===== src/rtl/uart_rx_sat_counter.sv =====
// uart_rx_sat_counter
// Saturating up-counter used for the receive error statistics.
// Ports:
//   clk, rst_n  clock and asynchronous active-low reset
//   inc         add one this cycle (ignored once the counter is full)
//   clr         clear to zero; wins over inc
//   count       current value, registered
module uart_rx_sat_counter #(
  parameter int CNT_W = 8
) (
  input  logic             clk,
  input  logic             rst_n,
  input  logic             inc,
  input  logic             clr,
  output logic [CNT_W-1:0] count
);

  localparam logic [CNT_W-1:0] CNT_MAX = {CNT_W{1'b1}};
  localparam logic [CNT_W-1:0] CNT_ONE = {{(CNT_W-1){1'b0}}, 1'b1};

  logic [CNT_W-1:0] count_r;

  // Counter register: clear has priority, increment stops at all-ones
  always_ff @(posedge clk or negedge rst_n) begin
    if (!rst_n) begin
      count_r <= '0;
    end else if (clr) begin
      count_r <= '0;
    end else if (inc && (count_r != CNT_MAX)) begin
      count_r <= count_r + CNT_ONE;
    end else begin
      count_r <= count_r;
    end
  end

  assign count = count_r;

endmodule


===== config.mk =====
export PLATFORM = sky130hd
export DESIGN_NAME = uart_rx_sat_counter
export DESIGN_NICKNAME = d
export VERILOG_FILES = /design/src/rtl/uart_rx_sat_counter.sv
export SDC_FILE = /design/constraint.sdc
export NUM_CORES = 1
export LEC_CHECK = 0
export ABC_AREA = 0
export CORE_AREA = 2 2 39 41
export CTS_BUF_LIST = sky130_fd_sc_hd__clkbuf_16
export DETAILED_ROUTE_END_ITERATION = 7
export DIE_AREA = 0 0 41 43
export GPL_ROUTABILITY_DRIVEN = 0
export SLEW_MARGIN = 25
export SYNTH_ARGS = -nofsm -noshare
export SYNTH_HDL_FRONTEND = slang
export SYNTH_SLANG_ARGS = --single-unit

===== constraint.sdc =====
create_clock -name clk -period 4.4 [get_ports clk]
set_input_delay 0.88 -clock clk [delete_from_list [all_inputs] [get_ports clk]]
set_output_delay 0.88 -clock clk [all_outputs]
set_load 0.005 [all_outputs]

### Yosys cells after proc, flatten, opt, wreduce, memory -nomap -nowiden

Cells that the tools add are included.

| operators by class | value |
|---|---|
| $add $sub $neg | 1 |
| multipliers | 0 |
| div/mod/pow operators | 0 |
| magnitude comparators | 0 |
| equal/unequal tests | 1 |
| shifts and indexed selects | 0 |
| mux-type cells | 2 |
| bitwise logic cells | 0 |
| reductions and logical operators | 2 |

Operators with widths:

| cell | count |
|---|---|
| $mux 8 | 2 |
| $add 8x1->8 const B | 1 |
| $ne 8x8->1 const B | 1 |
| $reduce_bool 2->1 | 1 |
| $logic_and 1x1->1 | 1 |

| storage, ports and cells | value |
|---|---|
| flip-flop bits (word level) | 8 |
| latch bits | 0 |
| memory bits (writable) | 0 |
| bits in read-only memories | 0 |
| input bits | 4 |
| output and inout port bits | 8 |
| logic and storage cells | 7 |
| memories | 0 |

### Logic depth before layout (Yosys ltp)

| depth | value |
|---|---|
| depth after elaboration | 4 |
| depth in mapped cells | 4 |

### Least setup slack after synthesis

OpenSTA, ideal clock, no wires.

| timing | value |
|---|---|
| path kind | input -> register |
| start point | input inc |
| end point | register count_r[7], in the netlist count[7] |
| setup time | 0.094 ns |
| arrival | 1.655 ns |
| data required time | 4.306 ns |
| path slack | 2.651 ns |
| stages on the path | 4 |
| path through | buf_2 -> nand3_1 -> or3_1 -> a211oi_1 |

| on the way | value |
|---|---|
| word-level cells in the longest chain between the ends | 2 |

RTL lines:

| what | RTL line | RTL |
|---|---|---|
| from (decl) | 13 | `input logic inc,` |
| $logic_and 1x1->1 | 29 | `end else if (inc && (count_r != CNT_MAX)) begin` |
| $reduce_bool 2->1 (no source line) | -- |  |
| to (signal assigned) | 30 | `count_r <= count_r + CNT_ONE;` |
| to (signal assigned) | 32 | `count_r <= count_r;` |
| to (decl) | 21 | `logic [CNT_W-1:0] count_r;` |

Every way passes these cells.
A chain may end at the register's enable or synchronous reset.

### Final worst setup path

| timing | value |
|---|---|
| start point | register count_r[2], in the netlist count[2] |
| end point | output count[2] |

RTL lines:

| what | RTL line | RTL |
|---|---|---|
| to (decl) | 15 | `output logic [CNT_W-1:0] count` |

No word-level cell between the ends.

==> metrics.md <==
| Metric | Value |
|---|---|
| Mapped Nets | `54` |
| Drt total wl | `1.02 mm` |
| Max cap viols | `0` |
| Gate count after technology mapping | `49` |
| Max reg flops | `8` |
| Max-slew headroom | `73.0%` |
| Largest fanout on the critical path | `7` |
| Critical path startpoint category | `register` |
| # IOs | `12` |
| Setup repair after global routing missed its margin | `false` |
| Share of the core filled with cells in the final layout | `47.7%` |
| Number of buffers added by the clock tree synthesis step | `3` |
| Synth area leaders | `dfrtp_1, mux2_2, nor3_1` |
| Half-perimeter wire length after placement | `716 um` |
| Leading cell type in the layout, fill and taps excluded | `clkdlybuf4s50_1` |
| Shortest period the worst path allows | `2110 ps` |
| Number of diodes added for antenna fixing | `0` |
| Final-report setup violation count | `0` |
| Initial antenna violation count | `0` |
| Total non-filler cell area in the finished layout | `661 um2` |
| Root Driver | `clkbuf_16` |
| Bufs on Longest Clock Path | `2` |
| Critical Path Sink Type | `output pin` |
| Total track usage | `14.8%` |
| Port Buf Inserts | `11` |
| Pre-CTS setup slack | `2070 ps` |
| Dominant delay contributor by cell family on the critical path | `buffers and inverters` |
| Number of synthesized register bits | `8` |
| Die boundary width | `41 um` |
| Required time of the critical path | `3520 ps` |
| Run status | `completed` |
| Worst slack on hold paths | `579 ps` |
| Critical Path AT | `1230 ps` |
| Total chip power | `246 uW` |
| LEAKAGE | `0.262 nW` |
| Global-route wire length before repair | `1.72 mm` |
| Fraction of post-synthesis cell area in the top cell type by area | `43.1%` |
| CTS tree | `done` |
| Min setup slack post-route | `2290 ps` |
| Share of the yosys chip area belonging to registers | `43.1%` |
| P&R area growth vs syn | `42.3%` |
| Die Ht | `43 um` |
| Placement row count | `14` |
| Floorplan Core Area | `0.00138 mm2` |
| Total number of nets in the final design | `68` |
| DRC violations left | `0` |
| Top cell type by total area after synthesis | `dfrtp_1` |
| Die footprint | `0.00176 mm2` |
| Post-cts sizing count | `0` |
| Worst Setup Path Type | `reg -> out` |
| Yosys synthesis warning count | `0` |
| Accumulated negative setup slack | `0 ps` |
| Num Clock Sinks | `8` |
| Largest incremental delay on the critical path | `550 ps` |
| Sequence of cells on the critical path | `clkdlybuf4s50_1` |
| Peak supply drop | `180 uV` |
| Starting density of the core | `33.5%` |
| Clock latency at the later pin of the worst-skew pair | `230 ps` |
| Pin count of the biggest net entering global routing | `12` |
| Crit-path slowest cell | `clkdlybuf4s50_1` |
| Iteration count of the initial detailed-routing pass | `2` |
| Syn Area/Cell | `9.47 um2` |
| Dpl cell area | `586 um2` |
| Max Freq | `0.474 GHz` |
| Path category of the worst min-delay check | `reg -> reg` |
| Iteration-0 DRC Markers | `4` |
| Clock transition time at the flip-flop clock pins of the worst setup and hold paths | `40 ps` |
| Number of buffers and inverters on the critical path | `1` |
| Worst Tran Pin Value | `404 ps` |
| Overflow after GRT | `0` |
| Most frequent cells in the layout | `clkdlybuf4s50_1, dfrtp_1, nor3_1` |
| Via count of the first global-routing pass | `394` |
| Placed Instances | `74` |
| Final non-filler cell total | `77` |
| Share of post-route cells with drive strength above 1 | `11.5%` |
| Cts hold-fix bufs | `0` |
| Final Hold Viols | `0` |
| Average wire per cell in the routed design | `13.2 um` |
| Via count | `426` |
| Final period utilization | `47.9%` |
| Final ANT Viol Nets | `0` |
| Filler cell count in the final layout | `150` |
| Setup Fix Bufs, Post-CTS | `0` |
| Count of different cell masters after synthesis | `28` |
| H-tree depth | `1` |
| Vias per std cell | `5.53` |
| Pwr Density | `373 mW/mm2` |
| Area of the mapped netlist | `464 um2` |
| Worst Clk Skew | `1.70 ps` |
| Number of max-slew violations in the final report | `0` |
-- power by group --
part	total, mW	switching, mW	internal (mW)
clock network	0.152	0.0347	0.117
logic	0.0161	0.00735	0.00875
registers	0.0785	0.00276	0.0758
-- worst paths after layout --
kind                       startpoint       end  slack (ps)  depth (start not counted)
max in group asynchronous       rst_n  count[4]        3180                          1
min in group asynchronous       rst_n  count[0]         940                          1
max reg2reg                  count[0]  count[0]        2670                          4
min                          count[7]  count[7]         580                          2
min reg2reg                  count[7]  count[7]         580                          2
max                          count[2]  count[2]        2290                          1
-- worst reg2reg max path, cell delays in order, from the launching register on --
cell and delay, ps:
dfrtp_1 420, ha_1 300, and4_2 290, a21boi_1 240, mux2_2 360
-- synth_stat cells (all sizes together) --
cell	n
o21ai	1
inv	2
nor2b	3
a2111oi	1
buf	1
mux2	2
and3	1
and4	2
a21boi	1
nand4	1
a21oi	3
nand2	2
a31oi	1
nor4	1
ha	1
a41oi	1
dfrtp	8
nand3	3
nand2b	3
nor3	4
nor2	2
nor3b	1
or3	1
clkbuf	1
a211oi	1
mux2i	1
-- layer usage --
layer / wire, um / track usage, %
met5: 0 / 0
met4: 30 / 10.0
met3: 52 / 4.71
met2: 455 / 20.3
met1: 480 / 18.8
-- area by class of cell --
cell class                 instances  area [um2]  share of cell area (%)
multi-input combinational         37         248                    37.5
timing repair buffer              11         110                    16.7
tap                               16        20.0                    3.03
inverter                           2        7.51                    1.14
sequential                         8         200                    30.3
clock buffer                       3        75.1                    11.4
-- cells by family (layout without fill, tap and decap cells) --
group | Yosys count | count (layout) | share of synthesized area [%]
buffers and inverters | 4 | 16 | 3.50
DFF | 8 | 8 | 43.1
adders and majority gates | 1 | 1 | 2.69
AOI/OAI and AO/OA | 9 | 9 | 12.7
and+or+nand+nor | 24 | 24 | 31.0
muxes | 3 | 3 | 7.01
(Power assumes the default switching activity.)
